===== src/rtl/rsmp_pkg.sv =====
// rsmp_pkg: shared types and constants for the polyphase resampler.
// Frame FSM state enum and the rate constants shared with the input buffer.
package rsmp_pkg;

  localparam int RSMP_I       = 3;
  localparam int RSMP_D       = 4;
  localparam int RSMP_N_OUT   = 576;
  localparam int RSMP_OVERLAP = 21;

  typedef enum logic [2:0] {
    S_IDLE,
    S_ISSUE,
    S_WAIT,
    S_WRITE,
    S_STEP,
    S_COPY,
    S_DONE
  } state_e;

endpackage


===== src/rtl/rsmp_phase_acc.sv =====
// rsmp_phase_acc: polyphase phase/base accumulator stepped once per output.
// Ports: clr zeroes phase/base; start begins a step; run high while stepping;
// done pulses on the exit cycle; phase/base are the registered FIR controls.
module rsmp_phase_acc
  import rsmp_pkg::*;
#(
  parameter int I    = RSMP_I,
  parameter int D    = RSMP_D,
  parameter int PH_W = 2,
  parameter int AW   = 10
) (
  input  logic            clk,
  input  logic            rst_n,
  input  logic            clr,
  input  logic            start,
  output logic            run,
  output logic            done,
  output logic [PH_W-1:0] phase,
  output logic [AW-1:0]   base
);

  localparam int TW = PH_W + 4;
  localparam logic [TW-1:0] I_T = TW'(I);
  localparam logic [TW-1:0] D_T = TW'(D);

  logic [TW-1:0]   tmp_q, tmp_d;
  logic [PH_W-1:0] ph_q, ph_d;
  logic [AW-1:0]   base_q, base_d;
  logic            run_q, run_d;
  logic [TW-1:0]   sum, dif;

  assign sum = TW'(ph_q) + D_T;
  assign dif = tmp_q - I_T;

  // The exit test looks at the post-subtract value so the step
  // finishes on the same cycle as its last subtraction.
  always_comb begin
    tmp_d  = tmp_q;
    ph_d   = ph_q;
    base_d = base_q;
    run_d  = run_q;
    done   = 1'b0;
    if (clr) begin
      tmp_d  = '0;
      ph_d   = '0;
      base_d = '0;
      run_d  = 1'b0;
    end else if (run_q) begin
      tmp_d  = dif;
      base_d = base_q + 1'b1;
      if (dif < I_T) begin
        ph_d  = dif[PH_W-1:0];
        run_d = 1'b0;
        done  = 1'b1;
      end
    end else if (start) begin
      if (sum < I_T) begin
        ph_d = sum[PH_W-1:0];
        done = 1'b1;
      end else begin
        tmp_d = sum;
        run_d = 1'b1;
      end
    end
  end

  always_ff @(posedge clk or negedge rst_n) begin
    if (!rst_n) begin
      tmp_q  <= '0;
      ph_q   <= '0;
      base_q <= '0;
      run_q  <= 1'b0;
    end else begin
      tmp_q  <= tmp_d;
      ph_q   <= ph_d;
      base_q <= base_d;
      run_q  <= run_d;
    end
  end

  assign run   = run_q;
  assign phase = ph_q;
  assign base  = base_q;

endmodule


===== src/rtl/rsmp_frame_ctrl.sv =====
// rsmp_frame_ctrl: frame sequencer for the polyphase resampler.
// Ports: process_start kicks a frame; fir_start/phase/base drive the FIR,
// fir_done returns; out_wr/out_ready write results; out_count counts them;
// in_copy/in_copy_end run the overlap copy; frame_done ends it; busy != IDLE.
// Option RSMP_OVERRUN_DET_EN adds a sticky overrun output.
module rsmp_frame_ctrl
  import rsmp_pkg::*;
#(
  parameter int I     = RSMP_I,
  parameter int D     = RSMP_D,
  parameter int N_OUT = RSMP_N_OUT,
  parameter int PH_W  = 2,
  parameter int AW    = 10
) (
  input  logic            sys_clk,
  input  logic            reset,
  input  logic            process_start,
  output logic            fir_start,
  output logic [PH_W-1:0] fir_phase,
  output logic [AW-1:0]   fir_base,
  input  logic            fir_done,
  output logic            out_wr,
  input  logic            out_ready,
  output logic [AW-1:0]   out_count,
  output logic            in_copy,
  input  logic            in_copy_end,
  output logic            frame_done,
`ifdef RSMP_OVERRUN_DET_EN
  output logic            overrun,
`endif
  output logic            busy
);

  localparam logic [AW-1:0] N_LAST = AW'(N_OUT);

  state_e        state_q, state_d;
  logic [AW-1:0] cnt_q, cnt_d;
  logic          st_q, st_d;
  logic          wr_q, wr_d;
  logic          cp_q, cp_d;
  logic          fd_q, fd_d;
  logic          busy_q, busy_d;
  logic          acc_clr, acc_start;
  logic          acc_run, acc_done;

  rsmp_phase_acc #(
    .I(I), .D(D), .PH_W(PH_W), .AW(AW)
  ) u_acc (
    .clk   (sys_clk),
    .rst_n (reset),
    .clr   (acc_clr),
    .start (acc_start),
    .run   (acc_run),
    .done  (acc_done),
    .phase (fir_phase),
    .base  (fir_base)
  );

  // Strobes are registered from the next state so they line up
  // exactly with the state they belong to.
  always_comb begin
    state_d   = state_q;
    cnt_d     = cnt_q;
    acc_clr   = 1'b0;
    acc_start = 1'b0;
    unique case (state_q)
      S_IDLE: if (process_start) begin
        state_d = S_ISSUE;
        cnt_d   = '0;
        acc_clr = 1'b1;
      end
      S_ISSUE: state_d = S_WAIT;
      S_WAIT:  if (fir_done) state_d = S_WRITE;
      S_WRITE: if (out_ready) begin
        cnt_d   = cnt_q + 1'b1;
        state_d = S_STEP;
      end
      S_STEP: begin
        acc_start = !acc_run;
        if (acc_done)
          state_d = (cnt_q == N_LAST) ? S_COPY : S_ISSUE;
      end
      S_COPY:  if (in_copy_end) state_d = S_DONE;
      S_DONE:  state_d = S_IDLE;
      default: state_d = S_IDLE;
    endcase
    st_d   = (state_d == S_ISSUE);
    wr_d   = (state_d == S_WRITE);
    cp_d   = (state_d == S_COPY);
    fd_d   = (state_d == S_DONE);
    busy_d = (state_d != S_IDLE);
  end

  always_ff @(posedge sys_clk or negedge reset) begin
    if (!reset) begin
      state_q <= S_IDLE;
      cnt_q   <= '0;
      st_q    <= 1'b0;
      wr_q    <= 1'b0;
      cp_q    <= 1'b0;
      fd_q    <= 1'b0;
      busy_q  <= 1'b0;
    end else begin
      state_q <= state_d;
      cnt_q   <= cnt_d;
      st_q    <= st_d;
      wr_q    <= wr_d;
      cp_q    <= cp_d;
      fd_q    <= fd_d;
      busy_q  <= busy_d;
    end
  end

  assign fir_start  = st_q;
  assign out_wr     = wr_q;
  assign out_count  = cnt_q;
  assign in_copy    = cp_q;
  assign frame_done = fd_q;
  assign busy       = busy_q;

`ifdef RSMP_OVERRUN_DET_EN
  logic ovr_q, ovr_d;

  // A start in IDLE clears the flag; one while busy sets it.
  always_comb begin
    ovr_d = ovr_q;
    if (process_start) ovr_d = (state_q != S_IDLE);
  end

  always_ff @(posedge sys_clk or negedge reset) begin
    if (!reset) ovr_q <= 1'b0;
    else        ovr_q <= ovr_d;
  end

  assign overrun = ovr_q;
`endif

endmodule


===== config.mk =====
export PLATFORM = sky130hd
export DESIGN_NAME = rsmp_frame_ctrl
export DESIGN_NICKNAME = d
export VERILOG_FILES = /design/src/rtl/rsmp_pkg.sv /design/src/rtl/rsmp_phase_acc.sv /design/src/rtl/rsmp_frame_ctrl.sv
export SDC_FILE = /design/constraint.sdc
export NUM_CORES = 1
export LEC_CHECK = 0
export CAP_MARGIN = 10
export CORE_MARGIN = 8
export CORE_UTILIZATION = 29
export DETAILED_ROUTE_END_ITERATION = 16
export SLEW_MARGIN = 20
export SYNTH_ARGS = -nofsm -noshare
export SYNTH_HDL_FRONTEND = slang
export SYNTH_SLANG_ARGS = --single-unit

===== constraint.sdc =====
create_clock -name sys_clk -period 3.9 [get_ports sys_clk]
set_input_delay 0.975 -clock sys_clk [delete_from_list [all_inputs] [get_ports sys_clk]]
set_output_delay 0.975 -clock sys_clk [all_outputs]
set_load 0.1 [all_outputs]

---- After elaboration in Yosys (flattened, before gate mapping) ----
Index checks and enable logic that the tools add are counted.
word-level totals
  word-level logic and storage cells ...... 75
  output and inout bits ................... 27
  bits in registers ....................... 37
  bits of input ports ..................... 6
operators by class
  mux-type cells .......................... 34
  magnitude comparators ................... 2
  reduce and logical (&&, ||, !) cells .... 10
  equality and inequality tests ........... 14
  $add $sub $neg .......................... 4
operators with widths
  cell                                                 count
  2-to-1 mux 10 bit                                    4
  2-to-1 mux 6 bit                                     4
  adder 10 x 1 -> 10 bit (second input constant)       2
  case mux 10 bit (2 select lines)                     1
  2-to-1 mux 3 bit                                     6
  case mux 3 bit (6 select lines)                      1
  2-to-1 mux 1 bit                                     13
  == test 3 bit (second input constant)                4
  < comparator 6 x 2 -> 1 bit (second input constant)  2
  == test 10 bit (second input constant)               1
  2-to-1 mux 2 bit                                     5
  == test 3 x 2 -> 1 bit (second input constant)       3
  nonzero test 3 bit                                   3
  == test 3 x 1 -> 1 bit (second input constant)       2
  AND reduction 3 bit                                  2
  subtractor 6 x 2 -> 6 bit (second input constant)    1
  adder 2 x 3 -> 4 bit (second input constant)         1
  != test 2 bit (second input constant)                2
  nonzero test 2 bit                                   2
  logical NOT 3 bit                                    1
  != test 3 x 2 -> 1 bit (second input constant)       1
  != test 3 bit (second input constant)                1
  AND reduction 2 bit                                  1
  logical NOT 1 bit                                    1

---- Longest topological paths before layout ----
  depth after elaboration ................. 9
  gate-level depth with buffers ........... 7
  depth with buffers taken out ............ 7

---- Cells and area by module ----
A second synthesis with hierarchy kept.
unflattened totals
  cells, all modules ...................... 192
  area, all modules ....................... 1,898.1 µm²
by module, submodules not included
  module           area each (µm²)  sequential area each (µm²)  cells each  times used
  rsmp_frame_ctrl  950.9            450.4                       95          1
  rsmp_phase_acc   947.2            475.5                       97          1

---- Worst setup path after synthesis ----
No wires, ideal clock.
  kind .................................... input-to-reg
  from .................................... input port process_start
  to ...................................... register cnt_q[8] (netlist: out_count[8])
  buffers on the path ..................... 0
  data arrival time ....................... 1,990 ps
  stages .................................. 4
  library setup time ...................... 78 ps
  slack ................................... 1,831 ps
  data required time ...................... 3,822 ps
  path through ............................ nor4b_4 > o2111ai_2 > or3_1 > a21oi_1
between the ends
  word-level cells in the longest chain between the ends .. 2
ends and longest elaborated chain
  element                        RTL line                RTL
  start: declaration             rsmp_frame_ctrl.sv:17   input logic process_start,
  != test 2 bit (no line)        --
  AND reduction 3 bit (no line)  --
  end signal: assignment         rsmp_frame_ctrl.sv:105  cnt_q <= cnt_d;
  end: declaration               rsmp_frame_ctrl.sv:37   logic [AW-1:0] cnt_q, cnt_d;
Every way passes these cells.
A chain may end at the register's enable or synchronous reset.

---- Final worst setup path ----
  from .................................... register cnt_q[4] (netlist: out_count[4])
  to ...................................... output port out_count[4]
RTL lines
  element           RTL line               RTL
  end: declaration  rsmp_frame_ctrl.sv:24  output logic [AW-1:0] out_count,
No word-level cell between the ends.

==> impl_metrics.csv <==
group,metric,value,unit
timing,hold_violations,0,
yosys,syn-num-nets,218,
yosys,ys_seq_area_share,45.8,%
power_and_ir_drop,pwr-share-seq,34.2,%
cts,h-tree-depth,2,
placed_design,io_buffers,32,
placed_design,place_area,0.00239,sq mm
setup_path,critPathKind,"reg -> out",
timing,slew-limit-headroom,34.7,%
power_and_ir_drop,peakVddDrop,0.203,mV
placed_design,gp_congestion,0.764,
yosys,ys_types,43,
cts,numCtsBuffers,5,
die,fp.dieH,99.5,um
die,fp.dieW,99.5,um
cts,cts_tree,"built",
final_layout,n_fill_cell,689,
die,initial_core_util,29.9,%
worst_hold_path,worstHoldPathType,"reg -> reg",
cts,cts_setup_buffers,0,
yosys,synth_top_flop_cell,"dfrtp_1",
timing,fin_setup_tns,0,ps
routing,vias,1557,
setup_path,rrSetupSlack,1720,ps
final_layout,drive_gt1_share,7.11,%
routing,route.detailed.drc,0,
routing,postRouteAntennaNets,0,
power_and_ir_drop,switchingPower,0.000984,W
routing,routed_wl,4.44,mm
flow_run,maxCapViolations,0,
cts,clk_pin_slew,70,ps
setup_path,crit_arrival,1960,ps
cts,clk_latency,290,ps
timing,finalCriticalPeriod,2930,ps
yosys,synthesis.area,0.00202,sq mm
power_and_ir_drop,internal-power,0.000929,W
setup_path,r2r_start,"u_acc.tmp_q[0]",
die,rows,30,
timing,worst_slew_pin_slew,976,ps
timing,post-route-period-util,75.2,%
setup_path,r2r_end,"fir_start",
setup_path,reg2reg_depth,6,
setup_path,crit_path_end_kind,"output pin",
final_layout,layout_commonest_cell,"dfrtp_1",
yosys,ys_warn_count,0,
worst_hold_path,holdPathEnd,"u_acc.base[9]",
setup_path,cp_slowest_stage_delay,1190,ps
die,ios,33,
timing,rsz0062_at_grt,"false",
cts,cts_resized,0,
grt,grt_pass1_wl,7.58,mm
worst_hold_path,min_path_cells,2,
worst_hold_path,worstHoldStart,"u_acc.base[9]",
die,die_area,0.00990,sq mm
cts,hold_buffers,0,
setup_path,crit_path_cell_trace,"clkdlybuf4s50_1",
grt,antenna_found_initial,0,
grt,gr-total-overflow,0,
setup_path,critPathBufInv,1,
grt,grt_max_degree,38,
timing,fin_skew,5.88,ps
yosys,ys_seq_elements,37,
routing,drt_iter0_markers,30,
setup_path,cp_max_fo,7,
power_and_ir_drop,leakage,1.05,nW
cts,root_buffer,"clkbuf_8",
placed_design,hpwl,3.27,mm
routing,drtPass1Iterations,4,
power_and_ir_drop,pwr-share-comb,52.1,%
setup_path,worst_path_max_delay_cell,"clkdlybuf4s50_1",
timing,drv_slew,0,
routing,wire_per_inst,13.9,um
setup_path,required,2920,ps
timing,max_freq,341,MHz
final_layout,area_growth,22.6,%
yosys,synth_async_sr_flop_share,100,%
final_layout,nets,249,
yosys,synth_cells,207,
grt,grt_pass1_vias,1567,
cts,clock_path_buffers,2,
final_layout,fin_area,0.00248,sq mm
cts,cts_sinks,37,
final_layout,antenna_cells,0,
final_layout,layout_common_cells,"dfrtp_1, clkdlybuf4s50_1, nor2_1",
yosys,avgSynthCellArea,9.76,sq um
power_and_ir_drop,switching_share,51.4,%
power_and_ir_drop,power.share.clock,13.7,%
power_and_ir_drop,p_per_area,772,mW/mm^2
die,core_area,0.00676,sq mm
grt,grtUsageTotal,9.62,%
setup_path,crit_family,"buffers and inverters",
setup_path,start_kind,"register",
run_status,status,"complete, no violations",
timing,setup_violations,0,
yosys,synth_edf_count,0,
routing,via_per_inst,4.88,
[metrics by stage]
stage                     cells  setup slack [ps]  utilization [%]  power [W]  hold WS (ps)
after global placement      311              1050             35.4    0.00165           549
final                       319               966             36.7    0.00191           568
after floorplan             207              1830                -    0.00145           572
after global routing        319               902             36.7    0.00205           596
after detailed placement    311              1040             35.4    0.00167           537
after CTS                   319               946             36.7    0.00194           575
[cells in the mapped netlist (4+ instances only)]
library cell / number / area, sq um
and3_1: 4 / 25.0
nor2_1: 24 / 90.1
nand4_1: 6 / 37.5
inv_1: 7 / 26.3
nand2b_1: 4 / 25.0
dfrtp_1: 37 / 926
or3_1: 7 / 43.8
a21oi_1: 12 / 60.1
buf_2: 4 / 20.0
nand3_1: 5 / 25.0
o21ai_0: 9 / 45.0
ha_1: 5 / 62.6
nand2_1: 20 / 75.1
a211oi_1: 5 / 37.5
xor2_1: 15 / 131
[flip-flops by register name, summed over array words and instances, names as in the netlist, 2 cells and up]
signal / cells
u_acc.phase: 2
state_q: 3
u_acc.tmp_q: 6
out_count: 10
u_acc.base: 10
[kinds of logic (layout without fill, tap and decap cells)]
| family | count (synthesis) | after routing | share of synthesized area [%] |
|---|---|---|---|
| AND/OR/NAND/NOR | 85 | 85 | 22.1 |
| AO/OA/AOI/OAI | 42 | 42 | 15.4 |
| flip-flops | 37 | 37 | 45.8 |
| XOR/XNOR | 17 | 17 | 7.37 |
| buffers and inverters | 17 | 49 | 4.15 |
| adder cells (fa/ha/maj) | 5 | 5 | 3.10 |
| multiplexers | 4 | 4 | 2.04 |
[final cells by class]
cell class	instances	area, sq um	share of cell area (%)
Sequential cell	37	926	37.4
Multi-Input combinational cell	153	1010	40.8
Tap cell	80	100	4.04
Clock buffer	7	76.3	3.08
Clock inverter	1	7.51	0.303
Inverter	7	26.3	1.06
Timing Repair Buffer	34	330	13.3
[routing by layer]
metal	up-vias	share of wire [%]	GRT usage, %
met5	-	0	0
met4	0	1.5	4.19
li1	794	-	-
met3	4	4.4	3.28
met2	24	45	15.4
met1	735	49	11.4
[power by group through the flow]
stage          Combinational (W)  Clock (W)  Sequential [W]
2_1_floorplan           0.000507          0        0.000945
3_3_place_gp            0.000990          0        0.000663
3_5_place_dp             0.00101          0        0.000663
4_1_cts                  0.00101   0.000274        0.000656
5_1_grt                  0.00108   0.000291        0.000681
6_report                0.000998   0.000262        0.000654
[worst max path at each step]
stage | from | endpoint | slack, ps | cells past startpoint
floorplan | process_start | out_count[8] | 1830 | 4
global placement | process_start | out_count[8] | 1050 | 5
detailed placement | process_start | out_count[8] | 1040 | 5
CTS | out_count[4] | out_count[4] | 950 | 1
global route | out_count[4] | out_count[4] | 900 | 1
finish | out_count[4] | out_count[4] | 970 | 1
Power figures use the tool's default switching activity.
==> RTL change (config.mk and constraints unchanged) <==
The 7 states of `state_e` get a one-hot encoding in 7 bits.
--- a/src/rtl/rsmp_pkg.sv
+++ b/src/rtl/rsmp_pkg.sv
@@ -9,10 +9,10 @@
 
-  typedef enum logic [2:0] {
-    S_IDLE,
-    S_ISSUE,
-    S_WAIT,
-    S_WRITE,
-    S_STEP,
-    S_COPY,
-    S_DONE
+  typedef enum logic [6:0] {
+    S_IDLE  = 7'b0000001,
+    S_ISSUE = 7'b0000010,
+    S_WAIT  = 7'b0000100,
+    S_WRITE = 7'b0001000,
+    S_STEP  = 7'b0010000,
+    S_COPY  = 7'b0100000,
+    S_DONE  = 7'b1000000
   } state_e;
Function: no difference found for any inputs over 10 cycles, from zero or initial values and one cycle with reset low; not proved beyond that.
==> RTL change against the unedited design <==
- first-iteration DRC count rose to 3.0 times the old value
- final area increased by 6.9%
- die area increased by 5.1%
- synthesized cell count increased by 2.9%
- wire length rose by 8.5%
- sequential cell count increased by 4
- highest routed layer unchanged
- critical path depth unchanged
- global-route usage is 0.33 points higher
- area after synthesis increased by 6.1%
- worst setup slack lost 18 ps
Power is not compared: it rests on default switching activity, and its combinational part moved more than twofold at a synthesized area within 25%.
==> RTL change: results (changes against the unedited design) <==
stage,metric,value,unit,change
power,total power,1.092,mW,
sta,worst clock skew,4.014,ps,was 5.885 ps
grt,GRT Util Overall,0.09947,,was 0.09616
critical_path,Reg2Reg Depth,4,,was 6
route,routed wl met3,207,um,was 196 um
final_layout,Final #Nets,256,,was 249
critical_path,Worst Setup EP,out_count[2],,was out_count[4]
route,Top Layer Used,met4,,unchanged
place,Port Buffers,32,,unchanged
clock_tree,clock latency on the worst-skew pair,290,ps,about the same
logic_synthesis,Synth area leaders,"dfrtp_1 47%, a21oi_1 4.0%, xor2_1 3.7%",,"was dfrtp_1 46%, xor2_1 6.5%, nor2_1 4.5%"
route,met2 WL,2116,um,was 1990 um
power,Max VDD drop,0.0001591,V,
sta,Worst-Margin Slew,985.4,ps,was 976.3 ps
critical_path,Reg-to-Reg Start,state_q[2],,was u_acc.tmp_q[0]
route,vias per cell,4.986,,was 4.881
grt,initial antenna violation count,0,,unchanged
final_layout,share of cells above drive strength 1,0.09350,,was 0.07113
grt,first-pass GRT wire length,8355,um,was 7576 um
critical_path,Worst path slowest cell,clkdlybuf4s50_1,,unchanged
logic_synthesis,sequential-to-total area share from yosys stat,0.4790,,was 0.4582
min_path,Hold Path End,u_acc.base[9],,unchanged
logic_synthesis,Post-synth top cells,"40 x dfrtp_1, 19 x nor2_1, 17 x a21oi_1",,"was 37 x dfrtp_1, 24 x nor2_1, 20 x nand2_1"
grt,met3 GRT Util,0.02725,,was 0.03282
min_path,min-delay worst type,flip-flop to flip-flop,,unchanged
logic_synthesis,Synthesized Nets,224,,was 218
place,GPL Wtd Cong,0.7781,,was 0.7644
grt,vias in the first global route,1739,,was 1567
critical_path,Worst R2R Setup Slack,1890,ps,was 1720 ps
logic_synthesis,"Distinct cells, synth",49,,was 43
logic_synthesis,Yosys warning count,0,,unchanged
route,Post-Route WL,4818,um,was 4442 um
critical_path,worst path arrival time,1980,ps,was 1960 ps
run_status,status,"complete, no violations",,unchanged
grt,GR Util met2,0.1539,,about the same
critical_path,worst r2r dst,state_q[5],,was fir_start
place,final HPWL from detailed placement,3317,um,was 3268 um
route,First DRT Iteration DRCs,90,,was 30
grt,largest net degree at the start of global routing,42,,was 38
critical_path,worst setup path startpoint,out_count[2],,was out_count[4]
route,DRT met1 WL,2420,um,was 2188 um
## RTL change: area by class of cell
class	instances	area (um2)
Inverter	8	30.03
Sequential cell	41	1027
Tap cell	99	123.9
Clock inverter	1	5.005
Fill cell	741	4566
Clock buffer	7	96.34
Multi-Input combinational cell	156	1044
Timing Repair Buffer	33	322.8
## RTL change: cell families (layout without fill, tap and decap cells)
kind of cell               after synthesis  after routing  synth area share
adders and majority gates                5              5           0.02917
AOI/OAI and AO/OA                       50             50            0.1651
muxes                                    3              3           0.01517
DFF                                     41             41            0.4790
and+or+nand+nor                         82             82            0.2118
xor gates and xnor gates                16             16           0.06535
buffers and inverters                   16             49           0.03442
## RTL change: per-stage QoR
stage               area, um2  hold slack [ps]  setup WS [ps]  std cells
global route             2649            583.9          880.3        345
finish                   2649            561.0          947.4        345
floorplan                2145            551.1           1755        213
global placement         2547            535.7           1131        337
detailed placement       2547            544.7           1132        337
CTS                      2649            566.6          935.2        345
